<file path="src/rtl/dw_fifo_s1_sf_pkg.sv">
// Shared constants for the single-clock status-flag FIFO: error-mode encodings
// and pointer sizing helper.
package dw_fifo_s1_sf_pkg;

  localparam int ERR_DIAG   = 0;
  localparam int ERR_STICKY = 1;
  localparam int ERR_PULSE  = 2;

  // Pointer width for a DEPTH-entry array; at least one bit.
  function automatic int ptrBits(input int depth);
    return (depth > 2) ? $clog2(depth) : 1;
  endfunction

endpackage

</file>
<file path="src/rtl/dw_fifo_s1_sf_ctl.sv">
// FIFO control: read/write pointers, occupancy count, flag decode and the
// registered overflow/underflow error.
module fifo_ctl_s1_sf
  import dw_fifo_s1_sf_pkg::*;
#(
  parameter int DEPTH    = 4,
  parameter int AE_LEVEL = 1,
  parameter int AF_LEVEL = 1,
  parameter int ERR_MODE = 2,
  localparam int AW      = ptrBits(DEPTH),
  localparam int CW      = $clog2(DEPTH + 1)
) (
  input  logic          clock,
  input  logic          reset,
  input  logic          push_req_n,
  input  logic          pop_req_n,
  input  logic          diag_n,
  output logic          empty,
  output logic          almost_empty,
  output logic          half_full,
  output logic          almost_full,
  output logic          full,
  output logic          error,
  output logic          wrEn,
  output logic [AW-1:0] wrAddr,
  output logic [AW-1:0] rdAddr
);

  if (DEPTH < 2 || DEPTH > 256 || AE_LEVEL < 1 || AE_LEVEL > DEPTH - 1 ||
      AF_LEVEL < 1 || AF_LEVEL > DEPTH - 1 || ERR_MODE < 0 || ERR_MODE > 2) begin : gParamCheck
    $error("fifo_ctl_s1_sf: illegal parameter combination");
  end

  logic [AW-1:0] wrPtr, rdPtr;
  logic [CW-1:0] count;
  logic          pushReq, popReq, doPush, doPop;
  logic          overflow, underflow, errNext;

  assign pushReq = !push_req_n;
  assign popReq  = !pop_req_n;

  assign empty        = (count == '0);
  assign full         = (count == CW'(DEPTH));
  assign almost_empty = (count <= CW'(AE_LEVEL));
  assign half_full    = (count >= CW'((DEPTH + 1) / 2));
  assign almost_full  = (count >= CW'(DEPTH - AF_LEVEL));

  // A pop on a full FIFO frees the slot the simultaneous push lands in.
  assign doPop     = popReq && !empty;
  assign doPush    = pushReq && (!full || popReq);
  assign overflow  = pushReq && full && !popReq;
  assign underflow = popReq && empty;

  assign wrEn   = doPush;
  assign wrAddr = wrPtr;
  assign rdAddr = rdPtr;

  always_comb begin
    errNext = error;
    if (ERR_MODE == ERR_PULSE) begin
      errNext = overflow | underflow;
    end else begin
      if (overflow || underflow) errNext = 1'b1;
      if (ERR_MODE == ERR_DIAG && !diag_n) errNext = 1'b1;
    end
  end

  always_ff @(posedge clock or posedge reset) begin
    if (reset) begin
      wrPtr <= '0;
      rdPtr <= '0;
      count <= '0;
      error <= 1'b0;
    end else begin
      error <= errNext;
      if (doPush) wrPtr <= (wrPtr == AW'(DEPTH - 1)) ? '0 : wrPtr + AW'(1);
      if (doPop)  rdPtr <= (rdPtr == AW'(DEPTH - 1)) ? '0 : rdPtr + AW'(1);
      case ({doPush, doPop})
        2'b10:   count <= count + CW'(1);
        2'b01:   count <= count - CW'(1);
        default: count <= count;
      endcase
    end
  end

endmodule

</file>
<file path="src/rtl/dw_fifo_s1_sf.sv">
// Single-clock FIFO with status flags: storage array, write path and
// zero-latency head-of-queue read mux around the control block.
module dw_fifo_s1_sf
  import dw_fifo_s1_sf_pkg::*;
#(
  parameter int WIDTH    = 32,
  parameter int DEPTH    = 4,
  parameter int AE_LEVEL = 1,
  parameter int AF_LEVEL = 1,
  parameter int ERR_MODE = 2
) (
  input  logic             clock,
  input  logic             reset,
  input  logic             push_req_n,
  input  logic             pop_req_n,
  input  logic             diag_n,
  input  logic [WIDTH-1:0] data_in,
  output logic             empty,
  output logic             almost_empty,
  output logic             half_full,
  output logic             almost_full,
  output logic             full,
  output logic             error,
  output logic [WIDTH-1:0] data_out
);

  localparam int AW = ptrBits(DEPTH);

  if (WIDTH < 1 || WIDTH > 256) begin : gWidthCheck
    $error("dw_fifo_s1_sf: WIDTH out of range");
  end

  // Handshake: push_req_n/pop_req_n low request a transfer on the next rising
  // edge; a push is taken unless full (a same-cycle pop makes room), a pop is
  // taken unless empty. data_out is the head word whenever empty is low.
  logic          wrEn;
  logic [AW-1:0] wrAddr, rdAddr;
  logic [WIDTH-1:0] mem [DEPTH];

  fifo_ctl_s1_sf #(
    .DEPTH   (DEPTH),
    .AE_LEVEL(AE_LEVEL),
    .AF_LEVEL(AF_LEVEL),
    .ERR_MODE(ERR_MODE)
  ) uCtl (
    .clock       (clock),
    .reset       (reset),
    .push_req_n  (push_req_n),
    .pop_req_n   (pop_req_n),
    .diag_n      (diag_n),
    .empty       (empty),
    .almost_empty(almost_empty),
    .half_full   (half_full),
    .almost_full (almost_full),
    .full        (full),
    .error       (error),
    .wrEn        (wrEn),
    .wrAddr      (wrAddr),
    .rdAddr      (rdAddr)
  );

  // Storage is deliberately left out of reset.
  always_ff @(posedge clock) begin
    if (wrEn) mem[wrAddr] <= data_in;
  end

  assign data_out = mem[rdAddr];

endmodule

</file>
<file path="config.mk">
export PLATFORM = sky130hd
export DESIGN_NAME = dw_fifo_s1_sf
export DESIGN_NICKNAME = d
export VERILOG_FILES = /design/src/rtl/dw_fifo_s1_sf_pkg.sv /design/src/rtl/dw_fifo_s1_sf_ctl.sv /design/src/rtl/dw_fifo_s1_sf.sv
export SDC_FILE = /design/constraint.sdc
export NUM_CORES = 1
export LEC_CHECK = 0
export ABC_AREA = 1
export CAP_MARGIN = 25
export CORE_MARGIN = 2
export CORE_UTILIZATION = 35
export CTS_BUF_LIST = sky130_fd_sc_hd__clkbuf_8
export DETAILED_ROUTE_END_ITERATION = 10
export SETUP_SLACK_MARGIN = 0.1
export SLEW_MARGIN = 5
export SYNTH_ARGS = -nofsm -noshare
export SYNTH_HDL_FRONTEND = slang
export SYNTH_SLANG_ARGS = --single-unit
</file>
<file path="constraint.sdc">
create_clock -name clock -period 3.31 [get_ports clock]
set_input_delay 0.662 -clock clock [delete_from_list [all_inputs] [get_ports clock]]
set_output_delay 0.662 -clock clock [all_outputs]
set_load 0.02 [all_outputs]
</file>
== Word level (Yosys, flattened, before mapping) ==
Memory sizes are Yosys's and may differ from the RTL's.
Index checks and enable logic that the tools add are counted.
W data, S select, Z words.

* Memories: 1
* Register bits: 8
* Bits in writable memories: 128

* Add/subtract/negate cells: 4
* Order comparisons: 3
* Muxes and demuxes: 5
* Reduce and logical (&&, ||, !) cells: 12
* Equal/unequal tests: 5
* Bitwise gates (word level): 1

{| class="wikitable"
|+ Memory list
! name !! words !! bits a word !! read ports !! clocked after memory_dff !! wr ports !! line !! source
|-
| mem || 4 || 32 || 1 || 0 || 1 || dw_fifo_s1_sf.sv:38 || <nowiki>logic [WIDTH-1:0] mem [DEPTH];</nowiki>
|}

{| class="wikitable"
|+ Operators by type and width
! kind !! number
|-
| $eq A2 B2 Y1 const B || 3
|-
| $ge A3 B2 Y1 const B || 2
|-
| $pmux W3 S2 || 1
|-
| $logic_and A1 B1 Y1 || 5
|-
| $add A2 B1 Y2 const B || 2
|-
| $logic_not A1 Y1 || 4
|-
| $mux W2 || 2
|-
| $add A3 B1 Y3 const B || 1
|-
| $eq A3 B3 Y1 const B || 1
|-
| $le A3 B1 Y1 const B || 1
|-
| $logic_not A3 Y1 || 1
|-
| $sub A3 B1 Y3 const B || 1
|-
| $eq A2 B1 Y1 const B || 1
|-
| $mux W1 || 2
|-
| $reduce_bool A2 Y1 || 1
|-
| $logic_or A1 B1 Y1 || 1
|-
| $or A1 B1 Y1 || 1
|}

== Longest topological paths before layout ==
* Depth in word-level cells: 6
* Depth in mapped cells: 12
* Depth with buffers taken out: 12

== Cells and area by module ==
Synthesis repeated with hierarchy kept, for this count alone.

* Cell total of the unflattened synthesis: 578
* Area, all modules: 5997.0 um^2

{| class="wikitable"
|+ By module, submodules not included
! module !! area an instance (um^2) !! times used !! cells an instance
|-
| dw_fifo_s1_sf || 5437.7 || 1 || 509
|-
| fifo_ctl_s1_sf || 559.3 || 1 || 69
|}

== Worst setup path before layout ==
OpenSTA, ideal clock, no wires.

* Path type: register to register
* Start: register uCtl.count[0]
* End: memory mem[0][0], enable pin
* Arrival: 2300 ps
* Period minus slack after synthesis: 2721 ps
* Setup slack: 589 ps
* Cell stages (with the launch flop): 6
* Setup time: 421 ps
* Buffers on the path: 0
* Cells stage by stage: dfrtp_1 > inv_1 > ha_1 > nand3_1 > nand2_2 > nor2_1

* Cells in the longest elaborated chain, start to end: 6

{| class="wikitable"
|+ Ends and longest elaborated chain
! what !! line !! source
|-
| from (decl) || dw_fifo_s1_sf_ctl.sv:35 || <nowiki>logic [CW-1:0] count;</nowiki>
|-
| from (signal assigned) || dw_fifo_s1_sf_ctl.sv:79 || <nowiki>2'b10: count <= count + CW'(1);</nowiki>
|-
| from (signal assigned) || dw_fifo_s1_sf_ctl.sv:80 || <nowiki>2'b01: count <= count - CW'(1);</nowiki>
|-
| from (signal assigned) || dw_fifo_s1_sf_ctl.sv:81 || <nowiki>default: count <= count;</nowiki>
|-
| $eq A3 B3 Y1 || dw_fifo_s1_sf_ctl.sv:43 || <nowiki>assign full = (count == CW'(DEPTH));</nowiki>
|-
| $logic_not A1 Y1 || dw_fifo_s1_sf_ctl.sv:50 || <nowiki>assign doPush = pushReq && (!full || popReq);</nowiki>
|-
| $logic_or A1 B1 Y1 || dw_fifo_s1_sf_ctl.sv:50 ||
|-
| $logic_and A1 B1 Y1 || dw_fifo_s1_sf_ctl.sv:50 ||
|-
| $mux W1 || dw_fifo_s1_sf.sv:64 || <nowiki>if (wrEn) mem[wrAddr] <= data_in;</nowiki>
|-
| $mux W1 (implied by the code) || dw_fifo_s1_sf.sv:64 ||
|-
| to (decl) || dw_fifo_s1_sf.sv:38 ||
|}

Every way passes these cells.

== Worst setup path in the final report ==
* Start: register uCtl.rdPtr[1], in the netlist uCtl.rdAddr[1]
* End: output port data_out[22]

* Cells in the longest elaborated chain, start to end: 1

{| class="wikitable"
|+ Ends and longest elaborated chain
! what !! line !! source
|-
| from (decl) || dw_fifo_s1_sf_ctl.sv:34 || <nowiki>logic [AW-1:0] wrPtr, rdPtr;</nowiki>
|-
| from (signal assigned) || dw_fifo_s1_sf_ctl.sv:77 || <nowiki>if (doPop) rdPtr <= (rdPtr == AW'(DEPTH - 1)) ? '0 : rdPtr + AW'(1);</nowiki>
|-
| $mem_v2 Z4 W32 || n/a ||
|-
| to (decl) || dw_fifo_s1_sf.sv:24 || <nowiki>output logic [WIDTH-1:0] data_out</nowiki>
|}

Every way passes these cells.

==> results.json <==
{
  "finClkSkew_ns": 0.009685,
  "fillCellCount": 1496,
  "fin_crit_sh_pct": 86.52,
  "drt_iter0_drc": 103,
  "pin_count": 75,
  "synthFlopType": "edfxtp_1",
  "worstSkewPairLatency_ns": 0.44,
  "whs_ns": 0.4690,
  "syn-num-nets": 504,
  "multiInputGateArea_um2": 1406,
  "die_x_um": 134.1,
  "synthSimpleGateAreaFrac_pct": 9.033,
  "peakVddDrop_v": 0.0005154,
  "syn_area_um2": 5928,
  "n_antenna_cell": 0,
  "num_rows": 47,
  "relSlewSlack_pct": 63.90,
  "grt_start_max_net_pins": 69,
  "yosys.area.top_type": "edfxtp_1",
  "antenna_found_initial": 0,
  "async_reset_ff_share_pct": 5.882,
  "cts_hold_buffers": 0,
  "core_um2": 16580,
  "fin_setup_tns_ns": 0,
  "initial_core_util_pct": 35.75,
  "post_cts_buffers": 0,
  "drtAntennaViolNets": 0,
  "finalSetupViolCount": 0,
  "synth_mux_area_share_pct": 0,
  "clockBufferDepth": 2,
  "drt_first_pass_iters": 4,
  "cts_inserted_buffers": 17,
  "cts_resized": 0,
  "critPathRequiredTime_ns": 2.65,
  "grtUsageTotal_pct": 13.25,
  "root_buffer": "clkbuf_8",
  "status": "completed",
  "grt_pass1_wl_um": 17840,
  "port_buffers": 73,
  "hold_class": "input port to async pin",
  "synthXorXnorAreaFrac_pct": 0.2955,
  "drv_slew": 0,
  "cp_max_fo": 32,
  "rsz0062_at_grt": "false",
  "maxCapViolations": 0,
  "syn_inst": 455,
  "vias": 3405,
  "gp_routability_congestion": 0.7127,
  "synth.distinct_cells": 25,
  "synth_top_family_by_area": "compound AO/OA/AOI/OAI gates",
  "layout-area-overhead-vs-synth_pct": 22.90,
  "ys_seq_area_share_pct": 68.21,
  "start_kind": "register",
  "seqCellArea_um2": 4049,
  "finalCriticalPeriod_ns": 2.864,
  "clock_sinks": 136,
  "r2r_end": "mem[1][8]",
  "hold_violations": 0,
  "drcViolationCount": 0,
  "num-nets-final": 585,
  "rrSetupSlack_ns": 1.23,
  "hpwl_um": 6598,
  "syn_avg_cell_area_um2": 13.03,
  "final_layout_size_suffix_gt1_share_pct": 15.85,
  "overflow": 0,
  "synth_enable_flop_cells": 128,
  "p_leak_nw": 2.835,
  "ys_top_cells_by_area": "edfxtp_1 65%, nand2_1 7.0%, o211ai_2 7.0%",
  "ys_seq_elements": 136,
  "r2r_start": "uCtl.count[0]",
  "synth_top_area_share_pct": 64.84,
  "max_freq_ghz": 0.3492,
  "fin_area_um2": 7286,
  "h-tree-depth": 4,
  "synth_compound_area_share_pct": 11.36,
  "clk_pin_slew_ns": 0.07,
  "end_kind": "output port",
  "drt-total-wl_um": 10880,
  "die-area_um2": 17990,
  "placed_area_um2": 6884,
  "yosys-top-cells-count": "128 x edfxtp_1, 110 x nand2_1, 79 x inv_1, 33 x o211ai_2, 31 x o211ai_1",
  "r2r_cells": 6,
  "yosysWarnings": 0,
  "timing_worst_slew_pin_value_ns": 0.5416,
  "die_h_um": 134.1,
  "cp.arrival_ns": 2.20,
  "routedWlPerCell_um": 14.14,
  "final_util_pct": 43.93,
  "yosys.area_share.adder_pct": 2.533,
  "p_per_area_nw_per_um2": 902.7,
  "first_global_vias": 3481,
  "detail_route.vias_per_cell": 4.428,
  "cts_tree": "yes",
  "yosysMostFrequentCell": "edfxtp_1",
  "crit_type": "register to output port"
}
-- stage by stage --
stage                     instances  worst slack, ns  power (mW)
after floorplan                 455           0.5887       4.279
after global placement          737           0.8157       5.245
after detailed placement        737           0.8004       5.293
after CTS                       769           0.3745       6.691
after global routing            769           0.2993       7.020
final                           769           0.4462       6.577
-- sequential cells by signal, indices dropped and copies added (netlist names) --
register and flops:
mem 128, uCtl.count 3, uCtl.rdAddr 2, uCtl.wrAddr 2, uCtl.error 1
-- critical path, cell delays in order (launching register included) --
cell             delay, ns
dfrtp_2               0.43
inv_4                 0.41
o211ai_2              0.15
nand2_1               0.14
clkdlybuf4s50_1       0.62
-- layout by cell type, fill, tap and decap left out, types with 4 or more instances in the layout --
cell / Yosys / routed
buf_4: 1 / 7
bufinv_16: 0 / 4
clkbuf_8: 0 / 17
clkdlybuf4s50_1: 0 / 73
clkinv_1: 1 / 6
dfrtp_1: 8 / 6
edfxtp_1: 128 / 128
ha_1: 12 / 12
inv_1: 79 / 82
nand2_1: 110 / 110
nand2_2: 11 / 11
nor2_4: 0 / 4
o211ai_1: 31 / 31
o211ai_2: 33 / 33
-- layout make-up --
cell class              instances  share of cell area, %
well taps                     220                  3.778
flip-flops and latches        136                  55.57
clock inverters                15                  2.301
clock buffers                  17                  3.211
inverters                      82                  4.259
repair buffers                 83                  11.57
multi-input cells             216                  19.30
-- report_power, final --
group	switching, mW	internal (mW)	total (mW)
sequential	0.126	2.26	2.38
combinational	1.68	1.14	2.82
clock	0.581	0.795	1.38
total	2.38	4.19	6.58
-- per-layer routing --
metal	global-route usage [%]	vias to the layer above	routed length, µm
li1	-	1708	-
met3	4.422	16	488
met5	0	-	0
met2	21.60	65	5308
met4	4.971	0	196
met1	16.46	1616	4883
-- worst max path at each step --
stage	startpoint	endpoint	cells past startpoint
after detailed placement	pop_req_n	mem[1][21]	5
after CTS	uCtl.rdAddr[1]	data_out[22]	4
after floorplan	uCtl.count[0]	mem[0][0]	5
final	uCtl.rdAddr[1]	data_out[22]	4
after global routing	uCtl.rdAddr[1]	data_out[22]	4
after global placement	pop_req_n	mem[1][6]	5
-- kinds of logic after synthesis --
family	count (synthesis)
xor+xnor	2
flops	136
simple gates	133
buf+inv	103
compound gates	69
fa+ha+maj	12
Power figures use the tool's default switching activity.
